--- src/rtl/order_gate_scheduler.sv ---
// order_gate_scheduler
// Shares the single matching-engine input between N_PORTS order sources with
// a round-robin grant. Admission is gated by the circuit-breaker commands:
// halt (matching_enable), rate limit (order_throttle) and minimum spread
// (min_spread).
//
// Handshakes use strict valid/ready semantics: a transfer happens on a rising
// clock edge where valid and ready are both 1. A source must hold its payload
// while valid=1 and ready=0. This block never drops a slot order it has
// presented on out_valid. req_ready is combinational and one-hot or zero.
//
// Ports:
//   clk, rst_n                 clock (rising edge), synchronous active-low reset
//   req_valid/ready/side       per-port order handshake and side (0 bid, 1 ask)
//   req_price, req_qty         packed per-port payloads, port i at [i*W +: W]
//   matching_enable            0 halts admission
//   order_throttle             1 limits admission to one per THROTTLE_PERIOD
//   min_spread                 enforced spread in ticks, 0 disables the check
//   best_bid/ask, bid/ask_valid  current book tops
//   out_*                      forwarded order to the matching engine
//   reject_valid, reject_port  one-cycle pulse for a consumed, dropped order
//   halt_cycles, reject_count  saturating statistics
//   fsm_state                  debug view of the breaker state (0 RUN, 1 THROTTLED, 2 HALTED)
module order_gate_scheduler #(
  parameter int N_PORTS         = 4,
  parameter int PRICE_W         = 8,
  parameter int QTY_W           = 8,
  parameter int THROTTLE_PERIOD = 16
) (
  input  logic                       clk,
  input  logic                       rst_n,
  input  logic [N_PORTS-1:0]         req_valid,
  output logic [N_PORTS-1:0]         req_ready,
  input  logic [N_PORTS-1:0]         req_side,
  input  logic [N_PORTS*PRICE_W-1:0] req_price,
  input  logic [N_PORTS*QTY_W-1:0]   req_qty,
  input  logic                       matching_enable,
  input  logic                       order_throttle,
  input  logic [3:0]                 min_spread,
  input  logic [PRICE_W-1:0]         best_bid,
  input  logic [PRICE_W-1:0]         best_ask,
  input  logic                       bid_valid,
  input  logic                       ask_valid,
  output logic                       out_valid,
  input  logic                       out_ready,
  output logic [2:0]                 out_port,
  output logic                       out_side,
  output logic [PRICE_W-1:0]         out_price,
  output logic [QTY_W-1:0]           out_qty,
  output logic                       reject_valid,
  output logic [2:0]                 reject_port,
  output logic [15:0]                halt_cycles,
  output logic [7:0]                 reject_count,
  output logic [1:0]                 fsm_state
);

  typedef enum logic [1:0] {
    ST_RUN       = 2'd0,
    ST_THROTTLED = 2'd1,
    ST_HALTED    = 2'd2
  } state_t;

  localparam int PTR_W = $clog2(N_PORTS);
  localparam int TOK_W = $clog2(THROTTLE_PERIOD);
  // Wide enough that price + min_spread can never wrap.
  localparam int SW    = PRICE_W + 5;

  state_t             state, state_next;
  logic [PTR_W-1:0]   rr_ptr;
  logic [TOK_W-1:0]   tok_cnt;
  logic               grant_en, found, accept, spread_reject;
  logic [PTR_W-1:0]   sel;
  logic               sel_side;
  logic [PRICE_W-1:0] sel_price;
  logic [QTY_W-1:0]   sel_qty;
  logic [SW-1:0]      price_x, bid_x, ask_x, ms_x;

  function automatic logic [PTR_W-1:0] rr_idx(input logic [PTR_W-1:0] base, input int k);
    return PTR_W'((int'(base) + k) % N_PORTS);
  endfunction

  assign fsm_state = state;

  always_comb begin
    state_next = ST_RUN;
    if (!matching_enable)    state_next = ST_HALTED;
    else if (order_throttle) state_next = ST_THROTTLED;
  end

  // Admission uses the registered state, so breaker changes act one cycle late.
  assign grant_en = rst_n && (!out_valid || out_ready) && (state != ST_HALTED) &&
                    !((state == ST_THROTTLED) && (tok_cnt != '0));

  // Round-robin search starting just after the last accepted port.
  always_comb begin
    found = 1'b0;
    sel   = '0;
    for (int k = 1; k <= N_PORTS; k++) begin
      if (!found && req_valid[rr_idx(rr_ptr, k)]) begin
        found = 1'b1;
        sel   = rr_idx(rr_ptr, k);
      end
    end
  end

  assign accept    = grant_en && found;
  assign sel_side  = req_side[sel];
  assign sel_price = req_price[int'(sel)*PRICE_W +: PRICE_W];
  assign sel_qty   = req_qty[int'(sel)*QTY_W +: QTY_W];

  assign price_x = SW'(sel_price);
  assign bid_x   = SW'(best_bid);
  assign ask_x   = SW'(best_ask);
  assign ms_x    = SW'(min_spread);

  assign spread_reject = (min_spread != 4'd0) &&
                         (sel_side ? (bid_valid && (price_x < bid_x + ms_x))
                                   : (ask_valid && (price_x + ms_x > ask_x)));

  always_comb begin
    req_ready = '0;
    if (accept) req_ready[sel] = 1'b1;
  end

  always_ff @(posedge clk) begin
    if (!rst_n) begin
      state        <= ST_RUN;
      rr_ptr       <= PTR_W'(N_PORTS - 1);
      tok_cnt      <= '0;
      out_valid    <= 1'b0;
      out_port     <= '0;
      out_side     <= 1'b0;
      out_price    <= '0;
      out_qty      <= '0;
      reject_valid <= 1'b0;
      reject_port  <= '0;
      halt_cycles  <= '0;
      reject_count <= '0;
    end else begin
      state <= state_next;
      if (accept) rr_ptr <= sel;

      // A reject spends the throttle token exactly like a forward.
      if (state == ST_THROTTLED) begin
        if (accept)              tok_cnt <= TOK_W'(THROTTLE_PERIOD - 1);
        else if (tok_cnt != '0)  tok_cnt <= tok_cnt - TOK_W'(1);
      end else begin
        tok_cnt <= '0;
      end

      // Slot reloads in the same cycle it drains, so no bubble.
      if (accept && !spread_reject) begin
        out_valid <= 1'b1;
        out_port  <= 3'(sel);
        out_side  <= sel_side;
        out_price <= sel_price;
        out_qty   <= sel_qty;
      end else if (out_valid && out_ready) begin
        out_valid <= 1'b0;
      end

      reject_valid <= accept && spread_reject;
      if (accept && spread_reject) begin
        reject_port <= 3'(sel);
        if (reject_count != 8'hff) reject_count <= reject_count + 8'd1;
      end

      if ((state == ST_HALTED) && (halt_cycles != 16'hffff))
        halt_cycles <= halt_cycles + 16'd1;
    end
  end

endmodule

--- config.mk ---
export PLATFORM = sky130hd
export DESIGN_NAME = order_gate_scheduler
export DESIGN_NICKNAME = d
export VERILOG_FILES = /design/src/rtl/order_gate_scheduler.sv
export SDC_FILE = /design/constraint.sdc
export NUM_CORES = 1
export LEC_CHECK = 0
export BUFFER_PORTS_ARGS = -buffer_cell sky130_fd_sc_hd__buf_2
export CORE_UTILIZATION = 40
export DETAILED_ROUTE_END_ITERATION = 6
export PLACE_DENSITY_LB_ADDON = 0.1
export SLEW_MARGIN = 20
export SYNTH_ARGS = -nofsm -noshare
export SYNTH_HDL_FRONTEND = slang
export SYNTH_SLANG_ARGS = --single-unit
--- constraint.sdc ---
create_clock -name clk -period 10.44 [get_ports clk]
set_input_delay 2.088 -clock clk [delete_from_list [all_inputs] [get_ports clk]]
set_output_delay 2.088 -clock clk [all_outputs]
set_load 0.01 [all_outputs]
Word level (Yosys, flattened, before mapping)
Cells that the tools add are included.
- bits in registers: 55
- output and inout bits: 55
- word-level logic and storage cells: 95
- multiplexer cells: 28
- reductions and logical operators: 30
- shift-type cells: 2
- magnitude comparators: 8
- $add $sub $neg: 9
- equality and inequality tests: 5
- operator list (operator ; count):
    32-bit by 6-bit indexed part select with 8-bit output ; 2
    8-bit by 4-bit adder with 9-bit output ; 2
    16-bit by 1-bit adder with 16-bit output, second input constant ; 1
    1-bit logical AND ; 16
    16-bit inequality test, second input constant ; 1
    2-bit by 3-bit < comparator with 1-bit output, second input constant ; 5
    1-bit two-way mux ; 14
    4-bit two-way mux ; 3
    1-bit binary-select mux with 2-bit select ; 5
    2-bit two-way mux ; 5
    9-bit by 8-bit greater-than comparator with 1-bit output ; 1
    8-bit by 9-bit < comparator with 1-bit output ; 1
    8-bit by 1-bit adder with 8-bit output, second input constant ; 1
    8-bit inequality test, second input constant ; 1
    4-bit nonzero test ; 2
    1-bit logical NOT ; 6
    2-bit AND reduction ; 3
    2-bit by 1-bit adder with 2-bit output, second input constant ; 2
    2-bit adder, second input constant ; 2
    2-bit nonzero test ; 2
    4-bit by 1-bit subtractor with 4-bit output, second input constant ; 1
    1-bit demux with 2-bit select ; 1
    2-bit by 1-bit == test with 1-bit output, second input constant ; 1
    2-bit == test, second input constant ; 1
    3 further kinds ; 3

Logic depth before layout (Yosys ltp)
Gate-level depths: netlist (run 1).
- depth after elaboration: 22
- mapped depth: 24
- depth with buffers taken out: 20

Worst setup path after synthesis (run 1)
No wires, ideal clock.
- path kind: input -> register
- start: input port req_valid[1]
- end: register out_price[4]
- path buffers: 5
- data required time: 10371 ps
- data arrival time: 6311 ps
- setup slack: 4060 ps
- stages: 24
- library setup time: 69 ps
- path through: nor3b_1 a211o_1 buf_2 buf_1 buf_1 nand2_1 a31oi_1 ha_1 a21o_1 a21oi_1 nor2b_1 o21a_1 xor2_1 ha_1 o21a_1 o21ai_0 a21oi_1 o31ai_1 o211ai_2 a31oi_1 buf_2 buf_2 nand2_1 o21ai_1
- longest elaborated chain between the ends: 20
- elaborated cells on any way between the ends: 35
- classes of those cells: add/sub (1); order compare (2); shift (1); mux (19); reduce/logical (12)
- RTL lines (item ; RTL line ; text):
    start, declared ; 32 ; input logic [N_PORTS-1:0] req_valid,
    1-bit binary-select mux with 2-bit select ; 99 ; if (!found && req_valid[rr_idx(rr_ptr, k)]) begin
    1-bit two-way mux (implied by the code) ; 99 ;
    1-bit two-way mux ; 99 ;
    1-bit logical NOT ; 99 ;
    1-bit logical AND ; 99 ;
    1-bit two-way mux ; 99 ;
    1-bit logical NOT ; 99 ;
    1-bit logical AND ; 99 ;
    (+5 left out) ; -- ;
    named net sel_price[1] ; 74 ; logic [PRICE_W-1:0] sel_price;
    8-bit by 4-bit adder with 9-bit output ; 118 ; : (ask_valid && (price_x + ms_x > ask_x)));
    9-bit by 8-bit greater-than comparator with 1-bit output ; 118 ;
    1-bit logical AND ; 118 ;
    1-bit two-way mux * ; 117 ; (sel_side ? (bid_valid && (price_x < bid_x + ms_x))
    1-bit logical AND * ; 116 ; assign spread_reject = (min_spread != 4'd0) &&
    1-bit logical NOT * ; 152 ; if (accept && !spread_reject) begin
    1-bit logical AND * ; 152 ;
    end signal, assigned ; 156 ; out_price <= sel_price;
    end, declared ; 48 ; output logic [PRICE_W-1:0] out_price,
Mark *: on every way through the listed nets, which the timed path passes. The rest lies on a longest branch. The select of a mux whose other input is x is not followed.
A chain may end at the register's enable or synchronous reset.

Worst setup path in the final report (run 1)
- start: input port req_valid[1]
- end: register out_qty[2]
- longest elaborated chain between the ends: 20
- elaborated cells on any way between the ends: 36
- classes of those cells: add/sub (1); order compare (2); shift (2); mux (19); reduce/logical (12)
- RTL lines (item ; RTL line ; text):
    1-bit binary-select mux with 2-bit select ; 99 ;
    1-bit two-way mux (implied by the code) ; 99 ;
    1-bit two-way mux ; 99 ;
    1-bit logical NOT ; 99 ;
    1-bit logical AND ; 99 ;
    1-bit two-way mux ; 99 ;
    1-bit logical NOT ; 99 ;
    1-bit logical AND ; 99 ;
    (+5 left out) ; -- ;
    named net sel_price[1] ; 74 ;
    8-bit by 4-bit adder with 9-bit output ; 118 ;
    9-bit by 8-bit greater-than comparator with 1-bit output ; 118 ;
    1-bit logical AND ; 118 ;
    1-bit two-way mux * ; 117 ;
    1-bit logical AND * ; 116 ;
    1-bit logical NOT * ; 152 ;
    1-bit logical AND * ; 152 ;
    end signal, assigned ; 157 ; out_qty <= sel_qty;
    end, declared ; 49 ; output logic [QTY_W-1:0] out_qty,
Marked as above.

==> summary.md, run 1 <==
| Metric | Value |
|---|---|
| Seq cells post-synth | `55` |
| Post-CTS setup buffers | `0` |
| Initial core utilization | `41.1%` |
| First DRT Iteration DRCs | `110` |
| Final min period | `6810 ps` |
| Relative slew slack | `39.4%` |
| CP peak stage delay | `740 ps` |
| Die Wd | `99.3 um` |
| RSZ-0062 raised after global routing | `no` |
| Cell row count | `35` |
| Gate count after technology mapping | `487` |
| Final Hold Vio Count | `0` |
| Total number of vias | `3820` |
| Net switching power | `0.000230 W` |
| Seq/Total Area, Yosys | `29.1%` |
| Number of max-cap violations | `0` |
| Peak Freq | `147 MHz` |
| Worst skew pair latency | `310 ps` |
| Clock skew | `18.0 ps` |
| H-Tree Level Count | `2` |
| Final period utilization | `65.2%` |
| CTS Buffer Depth | `2` |
| DP HPWL | `7760 um` |
| Most frequent cell after synthesis | `nand2_1` |
| Synth area leaders | `dfxtp_1 29%, nand2_1 11%, ha_1 8.9%` |
| Seq pwr share | `38.0%` |
| First-pass iteration count of the detailed router | `4` |
| Status | `complete, no violations` |
| CORE AREA | `0.00920 sq mm` |
| First-pass GRT wire length | `16100 um` |
| # diodes | `0` |
| Worst Tran Pin Value | `909 ps` |
| Worst hold path type | `flop to flop` |
| Wire per inst | `13.4 um` |
| Crit path DAT | `7050 ps` |
| Combinational power share | `39.8%` |
| # IOs | `154` |
| LEAKAGE | `2.30 nW` |
| Port Buffers | `151` |
| Die ar. | `0.00985 sq mm` |
| Synth cell count leaders | `115 x nand2_1, 55 x dfxtp_1, 27 x ha_1, 22 x nand3_1, 19 x xnor2_1` |
| DP Cell Count | `727` |
| Post-route setup TNS | `0 ps` |
| CTS Hold Bufs | `0` |
| Share of layout cells above drive strength 1 | `28.2%` |
| Clk sinks | `55` |
| Synth Warn # | `0` |
| CP delay by family, top | `compound AO/OA/AOI/OAI gates` |
| Cell Count, Final, Fillers Out | `735` |
| GRT overflow | `0` |
| Die height | `99.3 um` |
| Syn Std Cell Area | `0.00378 sq mm` |
| Post-Route WL | `9830 um` |
| Vias in the first global route | `3565` |
| Yosys top cell area share | `29.1%` |
| Post-synth EDFFs | `0` |
| DR vias/cell | `5.20` |
| Slew Limit Fails | `0` |
| Slowest CP cell | `a31oi_4` |
| CTS tree | `yes` |
| Pwr Density | `136 mW/mm^2` |
| Worst-path cell chain | `buf_2, nor3b_1, a211o_1, buf_4, nand2_1, and3_1, a31oi_1, ha_1, a21o_1, a21oi_1, nor2b_1, o21a_1, xor2_1, ha_1, o21a_1, o21ai_0, a21oi_1, o31ai_1, o211ai_2, a31oi_4, o211ai_1, o21ai_0` |
| Crit path required time | `10680 ps` |
| Buf/Inv on CP | `2` |
| TritonCTS buffer count | `5` |
| Yosys cell types | `56` |
| Asr flop ratio synth | `0%` |
| Clock slew at reported path FFs | `110 ps` |
| Crit start category | `input pin` |
| Clock network fraction of design power | `22.2%` |
| Sw frac | `35.7%` |
| Top_reg_cell synth | `dfxtp_1` |
| Internal | `0.000414 W` |
| Synth area leader | `dfxtp_1` |
| Crit-path max FO | `39` |
| Post-cts resize count | `0` |
| Residual DRC | `0` |
| Final setup vio count | `0` |
| # nets final | `751` |
| Root buffer cell | `clkbuf_8` |
| DRT antenna net count | `0` |
| Syn avg cell area | `7.77 sq um` |
| Largest net degree at the start of global routing | `53` |
| Setup Crit Path Kind | `input pin to flop` |
| Layout area overhead | `24.8%` |
| Antenna violations before repair | `0` |
| Crit end category | `flop` |
| VDD IR max | `59.1 uV` |
| Total track usage | `20.2%` |
| Placer Congestion | `0.801` |
-- worst reg2reg max path, stage by stage, from the launching register on --
cell and delay, ps:
dfxtp_1 360, nor3b_1 410, a211o_1 150, buf_4 320
nand2_1 100, and3_1 170, a31oi_1 400, ha_1 330
a21o_1 170, a21oi_1 240, nor2b_1 80, o21a_1 190
xor2_1 140, ha_1 330, o21a_1 130, o21ai_0 130
a21oi_1 60, o31ai_1 240, o211ai_2 170, a31oi_4 740
o211ai_1 220, o21ai_0 120
-- worst paths after layout --
| path | startpoint | endpoint | slack, ps | cells after the start |
|---|---|---|---|---|
| setup reg to reg | rr_ptr[1] | out_qty[2] | 5170 | 21 |
| setup / recovery | req_valid[1] | out_qty[2] | 3630 | 22 |
| hold / removal | out_price[3] | out_price[3] | 450 | 2 |
| hold reg to reg | out_price[3] | out_price[3] | 450 | 2 |
-- final cells by class --
type,instances,area (sq um)
Multi-Input combinational cell,391,2530
Inverter,16,60.1
Tap cell,111,139
Timing Repair Buffer,154,778
Sequential cell,55,1100
Clock buffer,6,72.6
Fill cell,943,4470
Clock inverter,2,38.8
-- cells by family (layout without fill, tap and decap cells) --
logic type | Yosys count | after routing | share of synthesized area [%]
AND/OR/NAND/NOR | 230 | 230 | 29.5
AO/OA/AOI/OAI | 87 | 87 | 15.4
flip-flops | 55 | 55 | 29.1
buffers and inverters | 42 | 178 | 4.63
adder cells (fa/ha/maj) | 29 | 29 | 9.99
XOR/XNOR | 28 | 28 | 6.48
multiplexers | 15 | 15 | 4.73
other | 1 | 2 | 0.0991
-- cells in the final DEF (no fill, tap or decap), types with 4 or more instances in the layout --
cell type | Yosys | routed
inv_1 | 16 | 16
nand2b_1 | 6 | 6
o21ai_0 | 14 | 14
a21oi_1 | 13 | 13
ha_1 | 27 | 27
nor3_1 | 9 | 9
and2_1 | 18 | 18
o21a_1 | 7 | 7
nor2b_1 | 8 | 8
and3_1 | 13 | 13
a31oi_1 | 7 | 6
o21ai_1 | 10 | 10
dfxtp_1 | 55 | 55
o211ai_1 | 11 | 11
nor2_1 | 12 | 12
xnor2_1 | 19 | 19
nand3_1 | 22 | 22
nor3b_1 | 5 | 5
clkbuf_8 | 0 | 5
a21o_1 | 4 | 4
nand2_1 | 115 | 115
nand4_1 | 9 | 9
mux2i_1 | 10 | 10
xor2_1 | 9 | 9
buf_2 | 5 | 151
-- sequential cells by signal, summed over array words and instances (netlist names), 2 cells and up --
register and flops:
reject_count 8, fsm_state 2, reject_port 2, out_port 2
out_price 8, rr_ptr 2, tok_cnt 4, out_qty 8
halt_cycles 16
-- power groups by stage --
| stage | Combinational [W] | Sequential, W | Clock [W] |
|---|---|---|---|
| global route | 0.000291 | 0.000248 | 0.000159 |
| global placement | 0.000252 | 0.000250 | 0 |
| floorplan | 0.000162 | 0.000258 | 0 |
| detailed placement | 0.000258 | 0.000250 | 0 |
| finish | 0.000256 | 0.000245 | 0.000143 |
| CTS | 0.000259 | 0.000245 | 0.000148 |
-- layer usage --
metal  share of wire, %  track usage (%)
met4                1.9             6.11
met5                  0                0
met2                 49             36.3
met3                6.1             3.79
met1                 43             24.4
-- per-stage QoR --
| stage | worst slack, ps | hold slack (ps) | utilization, % | total power, W | area [sq um] |
|---|---|---|---|---|---|
| 6_report | 3630 | 453 | 51.4 | 0.000645 | 4720 |
| 3_5_place_dp | 3280 | 439 | 50.1 | 0.000508 | 4610 |
| 4_1_cts | 3620 | 456 | 51.4 | 0.000653 | 4720 |
| 3_3_place_gp | 3510 | 433 | 50.1 | 0.000502 | 4610 |
| 2_1_floorplan | 4060 | 473 | - | 0.000420 | 3790 |
| 5_1_grt | 3140 | 482 | 51.4 | 0.000698 | 4720 |
Power figures use the tool's default switching activity.
==> inputs of run 2 (changes only) <==
==> constraint.sdc (replaced) <==
create_clock -name clk -period 6.2 [get_ports clk]
set_input_delay 1.24 -clock clk [delete_from_list [all_inputs] [get_ports clk]]
set_output_delay 1.24 -clock clk [all_outputs]
set_load 0.01 [all_outputs]
==> run 2 against run 1 <==
Against the previous run: combinational power rose by 71%; clock skew is 7.6 ps lower; setup slack lost 2900 ps; clock power increased by 45%; largest cell class unchanged; hold slack worse by 3.0 ps; clock-buffer cell count rose by 1; wire length up 1.4%; final cell count is 0.68% higher; die area unchanged; critical endpoint is now out_qty[3]; core utilization is 0.23 points higher; sequential share of layout area is 0.10 points lower.
==> summary.md, run 2 (same netlist as run 1, synthesis figures left out) <==
| Metric | Value |
|---|---|
| TritonCTS buffer count | `5` |
| GRT overflow | `0` |
| First-pass GRT wire length | `16500 um` |
| Final setup vio count | `0` |
| Worst Tran Pin Value | `602 ps` |
| Combinational power share | `41.4%` |
| H-Tree Level Count | `2` |
| Largest net degree at the start of global routing | `53` |
| Antenna violations before repair | `0` |
| Crit path required time | `6440 ps` |
| Placer Congestion | `0.885` |
| Internal | `0.000672 W` |
| First-pass iteration count of the detailed router | `4` |
| CORE AREA | `0.00920 sq mm` |
| Post-cts resize count | `0` |
| Worst-path cell chain | `buf_2, nor3b_1, a211o_1, nand2_1, and3_1, a31oi_1, buf_4, ha_1, a21o_1, a21oi_1, nor2b_1, o21a_1, xor2_1, ha_1, o21a_1, o21ai_0, a21oi_1, o31ai_1, o211ai_2, a31oi_4, buf_4, o211ai_1, o21ai_0` |
| Worst skew pair latency | `310 ps` |
| Crit end category | `flop` |
| Net switching power | `0.000386 W` |
| Root buffer cell | `clkbuf_8` |
| Layout area overhead | `25.4%` |
| Placed instance area | `0.00465 sq mm` |
| VDD IR max | `121 uV` |
| Post-CTS setup buffers | `0` |
| Commonest non-fill, non-tap cell in the layout | `buf_2` |
| Final min period | `5500 ps` |
| Residual DRC | `0` |
| Status | `complete, no violations` |
| Post-route setup TNS | `0 ps` |
| Worst hold path type | `flop to flop` |
| Sw frac | `36.5%` |
| First DRT Iteration DRCs | `161` |
| Crit path DAT | `5740 ps` |
| Commonest non-fill, non-tap cells in the layout | `151 x buf_2, 115 x nand2_1, 55 x dfxtp_1` |
| Post-Route WL | `9970 um` |
| Cell row count | `35` |
| Total number of vias | `3847` |
| Top reg by flops | `halt_cycles` |
| Die Wd | `99.3 um` |
| DP HPWL | `8030 um` |
| Min Hold Slack | `450 ps` |
| Fin util | `51.6%` |
| # diodes | `0` |
| Clock skew | `10.4 ps` |
| Crit-path max FO | `38` |
| CTS tree | `yes` |
| Seq pwr share | `39.0%` |
| Peak Freq | `182 MHz` |
| Largest register FFs | `16` |
| Pwr Density | `223 mW/mm^2` |
| LEAKAGE | `2.31 nW` |
| # nets final | `756` |
| Vias in the first global route | `3567` |
| CTS Buffer Depth | `2` |
| Clock slew at reported path FFs | `100 ps` |
| Wire per inst | `13.5 um` |
| RSZ-0062 raised after global routing | `no` |
| Layout fillers | `934` |
| Final Hold Vio Count | `0` |
| Fin area | `0.00474 sq mm` |
| CTS Hold Bufs | `0` |
| Port Buffers | `151` |
| Final period utilization | `88.8%` |
| Die height | `99.3 um` |
| # IOs | `154` |
| Clk sinks | `55` |
| DRT antenna net count | `0` |
| Total track usage | `20.8%` |
| Relative slew slack | `59.7%` |
| CP peak stage delay | `430 ps` |
| Setup Crit Path Kind | `input pin to flop` |
| DR vias/cell | `5.20` |
| Initial core utilization | `41.1%` |
| Clock network fraction of design power | `19.6%` |
| Crit start category | `input pin` |
| Number of max-cap violations | `0` |
| Slowest CP cell | `nor3b_1` |
| Slew Limit Fails | `0` |
| Share of layout cells above drive strength 1 | `28.8%` |
| Die ar. | `0.00985 sq mm` |
| Total Power | `0.00106 W` |
run 2: stage by stage:
stage	worst slack [ps]	instances
6_report	697	740
5_1_grt	316	740
4_1_cts	717	740
3_5_place_dp	431	732
3_3_place_gp	585	732
2_1_floorplan	668	488
run 2: power groups by stage:
stage	clock network (W)	registers (W)	logic [W]
5_1_grt	0.000231	0.000418	0.000497
3_5_place_dp	0	0.000421	0.000441
4_1_cts	0.000216	0.000413	0.000443
6_report	0.000208	0.000413	0.000438
3_3_place_gp	0	0.000420	0.000433
2_1_floorplan	0	0.000435	0.000273
run 2: area by class of cell:
type	count	area, sq um	share of cell area, %
well taps	111	139	2.93
repair buffers	159	816	17.2
flip-flops and latches	55	1100	23.2
clock buffers	7	86.3	1.82
clock inverters	1	8.76	0.185
inverters	16	60.1	1.27
multi-input cells	391	2530	53.4
run 2: final timing paths:
check	from	to	slack (ps)	cells after the start
worst max-delay path	req_valid[1]	out_qty[3]	700	23
worst min register to register	out_price[3]	out_price[3]	450	2
worst max register to register	rr_ptr[0]	out_qty[3]	1380	22
worst min-delay path	out_price[3]	out_price[3]	450	2
run 2: per-layer routing:
layer | part of all wire [%] | track usage, %
met3 | 4.9 | 3.09
met5 | 0 | 0
met1 | 45 | 26.6
met2 | 49 | 36.7
met4 | 0.92 | 4.75
run 2: critical path: cells and delay by family:
kind	cells	cell delay [ps]
simple gates	4	790
xor+xnor	1	150
buf+inv	3	630
compound gates	13	2360
fa+ha+maj	2	540
